### src/rtl/axis_ready_sink.sv
// axis_ready_sink: AXI4-Stream byte sink with a run-time programmable tready policy,
// an accepted-beat counter and an optional incrementing-byte pattern checker.
// Optional feature macro: AXIS_READY_SINK_CHECK_EN (pattern checker and err_cnt logic).
module axis_ready_sink #(
   parameter int unsigned DATA_W = 8,
   parameter int unsigned CNT_W  = 16
) (
   input  logic              aclk,
   input  logic              areset,
   input  logic [DATA_W-1:0] s_axis_tdata,
   input  logic              s_axis_tvalid,
   output logic              s_axis_tready,
   input  logic [2:0]        policy,
   input  logic [7:0]        low_time,
   input  logic [7:0]        high_time,
   input  logic [7:0]        events,
   output logic [CNT_W-1:0]  beat_cnt,
   output logic [CNT_W-1:0]  err_cnt,
   output logic [DATA_W-1:0] last_data
);

   localparam int unsigned POL_W = 3;
   localparam int unsigned TIM_W = 8;

   typedef enum logic [1:0] {
      ST_PRE,
      ST_IDLE,
      ST_LOW,
      ST_HIGH
   } state_t;

   typedef enum logic [1:0] {
      MODE_ALWAYS,
      MODE_OSC,
      MODE_SINGLE,
      MODE_EVENTS
   } mode_t;

   state_t             state;
   state_t             state_nxt;
   state_t             start_state;
   mode_t              cur_mode;
   logic [POL_W-1:0]   pol;
   logic [POL_W-1:0]   pol_nxt;
   logic [POL_W-1:0]   pol_sample;
   logic [TIM_W-1:0]   phase_cnt;
   logic [TIM_W-1:0]   hs_cnt;
   logic [TIM_W-1:0]   low_last;
   logic [TIM_W-1:0]   high_last;
   logic [TIM_W-1:0]   events_last;
   logic               restart;
   logic               high_done;
   logic               hs;

   assign hs = s_axis_tvalid & s_axis_tready;

   // Terminal counts: a zero setting behaves as one.
   assign low_last    = (low_time  == '0) ? '0 : low_time  - TIM_W'(1);
   assign high_last   = (high_time == '0) ? '0 : high_time - TIM_W'(1);
   assign events_last = (events    == '0) ? '0 : events    - TIM_W'(1);

   // Live policy decode used at phase-start points (7 aliases ALWAYS).
   always_comb begin
      pol_sample  = policy;
      start_state = ST_IDLE;
      case (policy)
         3'd0, 3'd7: begin
            pol_sample  = 3'd0;
            start_state = ST_HIGH;
         end
         3'd1, 3'd2, 3'd3: start_state = ST_LOW;
         default:          start_state = ST_IDLE;
      endcase
   end

   // Latched policy decode: AV_* variants share the HIGH exit rule of their base mode.
   always_comb begin
      cur_mode = MODE_ALWAYS;
      case (pol)
         3'd1, 3'd4: cur_mode = MODE_OSC;
         3'd2, 3'd5: cur_mode = MODE_SINGLE;
         3'd3, 3'd6: cur_mode = MODE_EVENTS;
         default:    cur_mode = MODE_ALWAYS;
      endcase
   end

   // Next-state logic; restart flags a state entry so the phase counters clear.
   always_comb begin
      state_nxt = state;
      pol_nxt   = pol;
      restart   = 1'b0;
      high_done = 1'b0;
      case (state)
         ST_PRE: begin
            restart   = 1'b1;
            state_nxt = start_state;
            pol_nxt   = pol_sample;
         end
         ST_IDLE: begin
            if (s_axis_tvalid) begin
               restart   = 1'b1;
               state_nxt = ST_LOW;
            end
         end
         ST_LOW: begin
            if (phase_cnt == low_last) begin
               restart   = 1'b1;
               state_nxt = ST_HIGH;
            end
         end
         ST_HIGH: begin
            case (cur_mode)
               MODE_OSC:    high_done = (phase_cnt == high_last);
               MODE_SINGLE: high_done = hs;
               MODE_EVENTS: high_done = hs && (hs_cnt == events_last);
               default:     high_done = 1'b1;
            endcase
            if (high_done) begin
               restart   = 1'b1;
               state_nxt = start_state;
               pol_nxt   = pol_sample;
            end
         end
         default: begin
            restart   = 1'b1;
            state_nxt = ST_PRE;
         end
      endcase
   end

   // State and latched-policy registers.
   always_ff @(posedge aclk) begin
      if (areset) begin
         state <= ST_PRE;
         pol   <= '0;
      end else begin
         state <= state_nxt;
         pol   <= pol_nxt;
      end
   end

   // Phase cycle counter and handshake counter, both cleared on every state entry.
   always_ff @(posedge aclk) begin
      if (areset || restart) begin
         phase_cnt <= '0;
         hs_cnt    <= '0;
      end else begin
         phase_cnt <= phase_cnt + TIM_W'(1);
         if (hs) begin
            hs_cnt <= hs_cnt + TIM_W'(1);
         end
      end
   end

   // tready registered from the next state, so it drops on the exit handshake edge.
   always_ff @(posedge aclk) begin
      if (areset) begin
         s_axis_tready <= 1'b0;
      end else begin
         s_axis_tready <= (state_nxt == ST_HIGH);
      end
   end

   // Accepted-beat counter (wrapping) and last accepted data.
   always_ff @(posedge aclk) begin
      if (areset) begin
         beat_cnt  <= '0;
         last_data <= '0;
      end else if (hs) begin
         beat_cnt  <= beat_cnt + CNT_W'(1);
         last_data <= s_axis_tdata;
      end
   end

`ifdef AXIS_READY_SINK_CHECK_EN
   logic [DATA_W-1:0] expected;

   // Incrementing-byte checker; reloads from the received byte so it resynchronises.
   always_ff @(posedge aclk) begin
      if (areset) begin
         expected <= '0;
         err_cnt  <= '0;
      end else if (hs) begin
         if ((s_axis_tdata != expected) && (err_cnt != '1)) begin
            err_cnt <= err_cnt + CNT_W'(1);
         end
         expected <= s_axis_tdata + DATA_W'(1);
      end
   end
`else
   assign err_cnt = '0;
`endif

endmodule

### config.mk
export PLATFORM = sky130hd
export DESIGN_NAME = axis_ready_sink
export DESIGN_NICKNAME = d
export VERILOG_FILES = /design/src/rtl/axis_ready_sink.sv
export SDC_FILE = /design/constraint.sdc
export NUM_CORES = 1
export LEC_CHECK = 0
export BUFFER_PORTS_ARGS = -buffer_cell sky130_fd_sc_hd__buf_4
export CAP_MARGIN = 20
export CORE_MARGIN = 4
export CORE_UTILIZATION = 40
export DETAILED_ROUTE_END_ITERATION = 8
export MAX_ROUTING_LAYER = met4
export PLACE_DENSITY = 0.71
export SLEW_MARGIN = 20
export SYNTH_ARGS = -nofsm -noshare
export SYNTH_HDL_FRONTEND = slang
export SYNTH_SLANG_ARGS = --single-unit
### constraint.sdc
create_clock -name aclk -period 7.6 [get_ports aclk]
set_input_delay 1.14 -clock aclk [delete_from_list [all_inputs] [get_ports aclk]]
set_output_delay 1.14 -clock aclk [all_outputs]
set_load 0.005 [all_outputs]
; ---- Word level (Yosys, flattened, before mapping)
; Cells that the tools add are included.
[classes]
bitwise = 1
reduce_logical = 14
n_eq_ne = 21
n_addsub = 6
muxes = 18
[ops]
columns = operator, n
row1 = 8-bit == test, 3
row2 = 8-bit zero test, 3
row3 = 8-bit two-way mux, 3
row4 = "8-bit by 1-bit subtractor with 8-bit output, second input constant", 3
row5 = "16-bit by 1-bit adder with 16-bit output, second input constant", 1
row6 = "8-bit by 1-bit adder with 8-bit output, second input constant", 2
row7 = "3-bit by 2-bit == test with 1-bit output, second input constant", 4
row8 = "3-bit == test, second input constant", 4
row9 = "2-bit == test, second input constant", 5
row10 = 2-bit case mux with 4 select lines, 1
row11 = 2-bit OR reduction, 4
row12 = "3-bit by 1-bit == test with 1-bit output, second input constant", 2
row13 = 2-bit two-way mux, 3
row14 = 3-bit two-way mux, 2
row15 = 2-bit case mux with 3 select lines, 1
row16 = 3-bit case mux with 2 select lines, 1
row17 = "2-bit by 1-bit == test with 1-bit output, second input constant", 2
row18 = 1-bit two-way mux, 4
row19 = 1-bit case mux with 4 select lines, 1
row20 = 2-bit case mux with 2 select lines, 1
row21 = 3-bit zero test, 1
row22 = 1-bit case mux with 3 select lines, 1
row23 = 3-bit OR reduction, 1
row24 = 2-bit zero test, 1
row25 = 6 further kinds, 6
[totals]
inputBits = 38
ff_bits = 46
wordCells = 67

; ---- Depth between registers and ports, before layout
; Gate-level depths: netlist of the first run.
[depth]
word_depth = 9
ltp_mapped = 12
depth_no_buf = 10

; ---- Worst setup path after synthesis of the first run
; OpenSTA, ideal clock, no wires.
[synth_timing]
path_kind = input to register
from = input port high_time[0]
to = register phase_cnt[0]
path_stages = 12
t_arrival_ns = 3.727
path_buffers = 2
path_slack_ns = 3.747
required_ns = 7.474
path_cell_list = inv_1 ha_1 buf_4 or3b_4 o32a_1 o32a_1 a2111oi_4 a41oi_1 o31a_1 o221ai_4 buf_4 nor2_1
[synth_via]
elab_chain_cells = 8
elab_cells_between_ends = 9
cone_classes = 1 x add/sub / 1 x eq/ne / 5 x mux / 2 x reduce/logical
[synth_rtl]
columns = element, line
row1 = from (decl), 15  ; input logic [7:0] high_time,
row2 = 8-bit by 1-bit subtractor with 8-bit output or 8-bit zero test (tied branches), 59  ; assign high_last = (high_time == '0) ? '0 : high_time - TIM_W'(1);
row3 = 8-bit two-way mux *, 59
row4 = 8-bit == test *, 113  ; MODE_OSC: high_done = (phase_cnt == high_last);
row5 = 1-bit case mux with 3 select lines *, 112  ; case (cur_mode)
row6 = 1-bit two-way mux *, 93  ; case (state)
row7 = 1-bit two-way mux *, 118  ; if (high_done) begin
row8 = 1-bit case mux with 4 select lines *, 93
row9 = 1-bit logical OR *, 144  ; if (areset || restart) begin
row10 = to (signal assigned), 148  ; phase_cnt <= phase_cnt + TIM_W'(1);
row11 = to (decl), 46  ; logic [TIM_W-1:0] phase_cnt;
; Mark *: on every way between the ends. The rest lies on a longest branch, timed or not. The select of a mux whose other input is x is not followed.
; A chain may end at the register's enable or synchronous reset.

; ---- Worst setup path after layout of the first run
[layout_timing]
from = input port events[0]
to = register hs_cnt[1]
[layout_via]
elab_chain_cells = 9
elab_cells_between_ends = 10
cone_classes = 1 x add/sub / 1 x eq/ne / 5 x mux / 3 x reduce/logical
[layout_rtl]
columns = element, line
row1 = from (decl), 16  ; input logic [7:0] events,
row2 = 8-bit by 1-bit subtractor with 8-bit output or 8-bit zero test (tied branches), 60  ; assign events_last = (events == '0) ? '0 : events - TIM_W'(1);
row3 = 8-bit two-way mux *, 60
row4 = 8-bit == test *, 115  ; MODE_EVENTS: high_done = hs && (hs_cnt == events_last);
row5 = 1-bit logical AND *, 115
row6 = 1-bit case mux with 3 select lines *, 112
row7 = 1-bit two-way mux *, 93
row8 = 1-bit two-way mux *, 118
row9 = 1-bit case mux with 4 select lines *, 93
row10 = 1-bit logical OR *, 144
row11 = to (signal assigned), 150  ; hs_cnt <= hs_cnt + TIM_W'(1);
row12 = to (decl), 47  ; logic [TIM_W-1:0] hs_cnt;
; Marked as above.

==> impl_results.md, run 1 <==
- Post-Syn Instances: 408
- Max VDD drop: 0.0907 mV
- RR Endpoint: hs_cnt[1]
- CTS resizes: 0
- Gpl congestion: 0.825
- All-Layer GR Usage: 0.160
- Register bit count reported by yosys: 46
- CTS Buffer Depth: 2
- Slowest cell on crit path: or4b_2
- Syn Area/Cell: 7.74 um2
- CTS clk-pin slew, worst paths: 0.10 ns
- Core Box Area: 7690 um2
- CP Class: in -> reg
- IO Port Bufs: 62
- Dpl hpwl: 5740 um
- DR pass1 iterations: 4
- Cell row count: 32
- Critical path fanouts, max: 16
- CP startpoint kind: input pin
- Synth Cell Area: 3160 um2
- Max_slew headroom: 0.489
- 1st-iter DRT viols: 143
- Hold Vio Cnt, Final: 0
- Io pins: 79
- Cell variety after synth: 59
- Asr flop ratio synth: 0
- Synth warnings: 0
- Setup violations, final: 0
- Post-DRT Antenna Nets: 0
- Routed WL per cell: 13.6 um
- Tcrit/Tclk final: 0.528
- Post-synthesis sequential area ratio: 0.291
- Die area: 9380 um2
- Worst EP required: 7.77 ns
- Grt ovf: 0
- DRC errors left: 0
- Pin count of the biggest net entering global routing: 32
- Status: finished, final reports clean
- RSZ-0062 raised after global routing: no
- FF-to-FF Start: phase_cnt[0]
- WHS Endpoint: last_data[7]
- FF-to-FF path depth: 8
- Hold Startpoint: last_data[7]
- Cell Pwr Density: 150 nW/um2
- CTS tree: done
- Antenna diodes: 0
- Sink Count: 46
- WHS Path Cells: 2
- Top post-synthesis cells by area: dfxtp_1, xor2_1, nand2_1
- Post CTS Setup Buffer Count: 0
- Global-route wire length before repair: 12800 um
- MaxCap Viol Count: 0
- Final wirelength: 7650 um
- Area share of the largest cell type after synthesis: 0.291
- HP Class: reg -> reg
- Fraction of layout cells with a size suffix above 1: 0.170
- CP cell instances: buf_4 -> inv_1 -> ha_1 -> or4b_2 -> o21a_1 -> or3_1 -> a211oi_1 -> a31oi_1 -> o31a_1 -> o221ai_4 -> a21oi_1
- Die H: 96.9 um
- # hold bufs at CTS: 0
- CTS buffer count: 5
- Area Growth Syn to Fin: 18.2%
- Final worst setup slack: 3.59 ns
- Worst slack, placed: 3.29 ns
- Final setup skew: 0.00675 ns
- Worst-skew pair later-pin latency: 0.31 ns
- DIE WIDTH: 96.9 um
- Period minus WS final: 4.01 ns
- Fin. max-slew vios: 0
- Via count: 3062
- Routed vias/inst: 5.45
- Max Freq: 0.249 GHz
- TNS Setup: 0 ns
- Antenna violations before repair: 0
- Yosys top cell by area: dfxtp_1
- Initial Util: 0.411
- H-tree depth: 2
- WP data arrival: 4.19 ns
- Number of global-route vias before repair: 2814
- Leak Pwr: 0.00143 uW
- Setup slack, reg-to-reg: 4.96 ns
- Ys flop type: dfxtp_1
- Slowest stage delay, CP: 0.68 ns
- Number of flops mapped to enable cells by yosys: 0
- NumNets Final: 503
- Worst Setup End Kind: register
- Slew @ Worst Pin: 0.759 ns
- Root Driver: clkbuf_8
-- cell families (layout without fill, tap and decap cells) --
family,count (synthesis),in the layout,synth area share
adders and majority gates,6,6,0.0238
and+or+nand+nor,171,171,0.280
buffers and inverters,49,86,0.0796
AOI/OAI and AO/OA,98,98,0.221
xor gates and xnor gates,36,36,0.0998
muxes,1,1,0.00317
other,1,16,0.00119
DFF,46,46,0.291
-- worst max-delay path: cells and delay by family --
family / cells / cell delay, ns
compound gates: 6 / 1.56
fa+ha+maj: 1 / 0.29
simple gates: 2 / 0.99
buf+inv: 2 / 0.21
-- registers in the layout, indices dropped and copies added, names as in the netlist --
register,count
beat_cnt,16
pol,3
hs_cnt,8
last_data,8
phase_cnt,8
state,2
s_axis_tready,1
-- synthesized netlist by cell type (all sizes together) (3+ instances only) --
| master | n |
|---|---|
| a211oi | 4 |
| a21oi | 27 |
| a31oi | 5 |
| and3 | 6 |
| buf | 18 |
| clkbuf | 15 |
| dfxtp | 46 |
| ha | 6 |
| inv | 16 |
| nand2 | 42 |
| nand2b | 9 |
| nand3 | 13 |
| nand4 | 5 |
| nor2 | 39 |
| nor3 | 13 |
| nor4 | 7 |
| nor4b | 4 |
| nor4bb | 3 |
| o211a | 3 |
| o21ai | 19 |
| o31a | 3 |
| o31ai | 5 |
| o32a | 3 |
| or2 | 4 |
| or3 | 10 |
| or4 | 3 |
| xnor2 | 14 |
| xor2 | 22 |
-- area by class of cell --
cell class / count / area (um2)
clock buffers: 5 / 68.8
clock inverters: 3 / 48.8
well taps: 102 / 128
multi-input cells: 328 / 2040
flip-flops and latches: 46 / 921
fillers: 791 / 3950
inverters: 16 / 60.1
repair buffers: 62 / 465
-- layout by cell type, fill, tap and decap left out, drive strengths merged, types with 3 or more instances in the layout --
cell type / netlist / routed
a211oi: 4 / 4
inv: 16 / 17
o31a: 3 / 3
nand3: 13 / 13
nor4b: 4 / 4
or3: 10 / 10
nand4: 5 / 5
clkbuf: 15 / 5
dfxtp: 46 / 46
xnor2: 14 / 14
nand2: 42 / 42
o21ai: 19 / 19
xor2: 22 / 22
nor4: 7 / 7
buf: 18 / 62
o32a: 3 / 3
a31oi: 5 / 5
o211a: 3 / 3
a21oi: 27 / 27
or2: 4 / 4
ha: 6 / 6
nor2: 39 / 39
nor3: 13 / 13
and3: 6 / 6
or4: 3 / 3
o31ai: 5 / 5
nor4bb: 3 / 3
nand2b: 9 / 9
conb: 1 / 16
-- per-layer routing --
metal,up-vias,part of all wire,track usage
met4,0,0.0077,0.0324
met3,6,0.057,0.0346
met1,1430,0.45,0.202
met2,81,0.49,0.265
met5,-,0,-
li1,1545,-,-
-- worst max path at each step --
| stage | start | endpoint |
|---|---|---|
| 2_1_floorplan | high_time[0] | phase_cnt[0] |
| 3_3_place_gp | high_time[0] | hs_cnt[2] |
| 3_5_place_dp | high_time[0] | hs_cnt[3] |
| 4_1_cts | high_time[0] | hs_cnt[2] |
| 5_1_grt | events[0] | phase_cnt[5] |
| 6_report | events[0] | hs_cnt[1] |
-- where the power goes --
part / leakage [uW] / switching [uW] / internal, uW / total, uW
registers: 0.000373 / 11.9 / 249 / 261
logic: 0.00100 / 58.7 / 49.5 / 108
clock network: 0.0000563 / 91.2 / 100 / 191
total: 0.00143 / 162 / 399 / 560
-- per-stage QoR --
| stage | cell area [um2] | hold slack [ns] | power, uW | util | std cells |
|---|---|---|---|---|---|
| after detailed placement | 3620 | 0.452 | 373 | 0.471 | 554 |
| after floorplan | 3220 | 0.453 | 339 | - | 423 |
| after CTS | 3730 | 0.467 | 565 | 0.486 | 562 |
| after global placement | 3620 | 0.447 | 371 | 0.471 | 554 |
| after global routing | 3730 | 0.490 | 587 | 0.486 | 562 |
| final | 3730 | 0.464 | 560 | 0.486 | 562 |
Note: power is estimated with default switching activity, not from simulation.
==> inputs of run 2 (changes only) <==
Settings changed: ABC_AREA set to 1.
Clock period 7.6 ns to 3.7 ns, I/O delays scaled along.
==> run 2 against run 1 <==
Net effect:
- synthesized cell count grew 24%
- global-route usage shrank 1.6 points
- cell area grew 0.90%
- sequential share of layout area shrank 0.22 points
- first-iteration DRC count grew 4.9%
- setup slack lost 2.6 ns
==> impl_results.md, run 2 <==
- CTS clk-pin slew, worst paths: 0.09 ns (about the same)
- Max VDD drop: 0.215 mV (+140%)
- Critical path fanouts, max: 12 (-4)
- MaxCap Viol Count: 0 (unchanged)
- Ys flop type: dfxtp_1
- Top reg by flops: beat_cnt
- CTS buffer count: 5 (unchanged)
- Most common cell after layout, fill and taps aside: nand2_1
- Grt ovf: 0 (unchanged)
- DIE WIDTH: 96.8 um (about the same)
- Final wirelength: 6910 um (-9.7%)
- CP startpoint kind: input pin
- Synth Cell Area: 3150 um2 (-0.16%)
- Global-route wire length before repair: 11500 um (-9.6%)
- Fin. max-slew vios: 0 (unchanged)
- Most frequent cell after synthesis: nand2_1
- Slew @ Worst Pin: 0.565 ns (-0.194 ns)
- DR pass1 iterations: 4 (unchanged)
- TNS Setup: 0 ns (unchanged)
- Post-Syn Instances: 504 (+24%)
- Routed vias/inst: 4.65 (-15%)
- Most frequent cells in the layout: nand2_1, nor2_1, inv_1, buf_4, dfxtp_1
- Cell Pwr Density: 318 nW/um2 (+110%)
- Finished Layout Cells: 668 (+19%)
- Asr flop ratio synth: 0 (unchanged)
- CP Class: in -> reg
- Max Freq: 0.370 GHz
- Worst-skew pair later-pin latency: 0.30 ns (about the same)
- 1st-iter DRT viols: 150 (+4.9%)
- Io pins: 79 (unchanged)
- DRC errors left: 0 (unchanged)
- Sink Count: 46 (unchanged)
- Top post-synthesis cells by area: dfxtp_1, nand2_1, nor2_1
- Fraction of layout cells with a size suffix above 1: 0.180 (+0.0106)
- Hold Vio Cnt, Final: 0 (unchanged)
- Core Box Area: 7690 um2 (unchanged)
- Final setup skew: 0.00764 ns (+0.000894 ns)
- Area share of the largest cell type after synthesis: 0.292 (+0.000462)
- Cell variety after synth: 34 (-42%)
- Area of the multi-input gates: 1840 um2 (-9.9%)
- Worst Setup End Kind: register
- CTS resizes: 0 (unchanged)
- Syn Area/Cell: 6.26 um2 (-19%)
- Max reg flops: 16 (unchanged)
- Antenna diodes: 0 (unchanged)
- CTS Buffer Depth: 2 (unchanged)
- Placed insts: 660 (+19%)
- Pin count of the biggest net entering global routing: 23 (-28%)
- Period minus WS final: 2.70 ns
- RSZ-0062 raised after global routing: no
- Tcrit/Tclk final: 0.730
- All-Layer GR Usage: 0.144 (-0.0163)
- Initial Util: 0.410 (-0.000651)
- Post CTS Setup Buffer Count: 0 (unchanged)
- Root Driver: clkbuf_8
- NumNets Final: 609 (+21%)
- Leak Pwr: 0.00177 uW (+23%)
- HP Class: reg -> reg
- Number of flops mapped to enable cells by yosys: 0 (unchanged)
- Via count: 3104 (+1.4%)
- Dpl hpwl: 5500 um (-4.2%)
- CTS tree: done
- WP data arrival: 2.89 ns (-1.30 ns)
- Fillers: 809 (+2.3%)
- Max_slew headroom: 0.623 (+0.134)
- Antenna violations before repair: 0 (unchanged)
- Cell row count: 32 (unchanged)
- Die area: 9370 um2 (-0.14%)
- Synth warnings: 0 (unchanged)
- Setup slack, reg-to-reg: 1.52 ns (-3.44 ns)
- Routed WL per cell: 10.3 um (-24%)
- Number of global-route vias before repair: 2752 (-2.2%)
- IO Port Bufs: 62 (unchanged)
- Post-synthesis sequential area ratio: 0.292 (+0.000462)
- Die H: 96.8 um (about the same)
- Worst EP required: 3.89 ns (-3.88 ns)
- Post-DRT Antenna Nets: 0 (unchanged)
- Register bit count reported by yosys: 46 (unchanged)
- Setup violations, final: 0 (unchanged)
- Status: finished, final reports clean
- Gpl congestion: 0.838 (+1.6%)
- Register area: 921 um2 (unchanged)
- H-tree depth: 2 (unchanged)
- # hold bufs at CTS: 0 (unchanged)
- Yosys top cell by area: dfxtp_1
- Synth cell count leaders: nand2_1, nor2_1, inv_1
- Area Growth Syn to Fin: 19.5%
==> run 2: cell types whose count changed in the layout (fill, tap and decap cells not counted), sizes merged, moves of 6 or more <==
cell / previous run / this run
a21oi: 27 / 16
and3: 6 / 0
inv: 17 / 68
nand2: 42 / 131
nand2b: 9 / 0
nand3: 13 / 42
nand4: 5 / 11
nor2: 39 / 90
nor4: 7 / 0
o21ai: 19 / 30
or3: 10 / 0
xnor2: 14 / 2
==> run 2: worst paths after layout <==
check / end / from / cells past startpoint
hold reg to reg: beat_cnt[15] / beat_cnt[15] / 2
setup / recovery: hs_cnt[1] / events[0] / 20
hold / removal: beat_cnt[15] / beat_cnt[15] / 2
setup reg to reg: beat_cnt[14] / s_axis_tready / 15
==> run 2: per-stage QoR <==
stage                     setup slack [ns]  cell area (um2)  utilization  hold WS [ns]  power [uW]
after floorplan                       1.24             3210            -         0.452         697
after global placement               0.806             3630        0.472         0.453         755
after detailed placement             0.693             3630        0.472         0.462         760
after CTS                             1.00             3770        0.490         0.474        1210
after global routing                 0.735             3770        0.490         0.487        1260
final                                0.998             3770        0.490         0.470        1200
==> run 2: kinds of logic after synthesis <==
kind of cell | count (synthesis) | share of synthesized area
simple gates | 287 | 0.400
buf+inv | 93 | 0.142
compound gates | 52 | 0.0881
flops | 46 | 0.292
xor+xnor | 19 | 0.0528
fa+ha+maj | 6 | 0.0238
other cells | 1 | 0.00119
==> run 2: worst max-delay path, stage by stage <==
cell and delay [ns]:
buf_4 0.10, inv_1 0.15, ha_1 0.21, nand2_1 0.09
nor2_2 0.17, nand2_2 0.17, nand2_1 0.11, nand2_1 0.06
nand2_1 0.06, nand2_1 0.05, nor2_1 0.09, nand3_1 0.11
nand2_1 0.07, nand2_1 0.05, nand2_2 0.08, nand2_4 0.06
nand2_4 0.07, or2_1 0.31, buf_4 0.26, nor2_2 0.04
==> run 2: power by group <==
part,leakage [uW],switching (uW),internal [uW]
Combinational,0.00132,127,94.6
Sequential,0.000373,14.7,513
Clock,0.0000714,163,288
Total,0.00177,304,896
==> run 2: metal layers <==
| layer | track usage | share of wire | vias to the layer above | wire length (um) |
|---|---|---|---|---|
| li1 | - | - | 1673 | - |
| met2 | 0.230 | 0.46 | 78 | 3190 |
| met1 | 0.189 | 0.49 | 1343 | 3370 |
| met3 | 0.0281 | 0.042 | 10 | 291 |
| met5 | - | 0 | - | 0 |
| met4 | 0.0313 | 0.0074 | 0 | 51 |
==> run 2: cell type report <==
cell class	count	share of cell area
Sequential cell	46	0.244
Inverter	68	0.0677
Multi-Input combinational cell	380	0.489
Clock buffer	6	0.0219
Timing Repair Buffer	64	0.127
Tap cell	102	0.0339
Clock inverter	2	0.0159
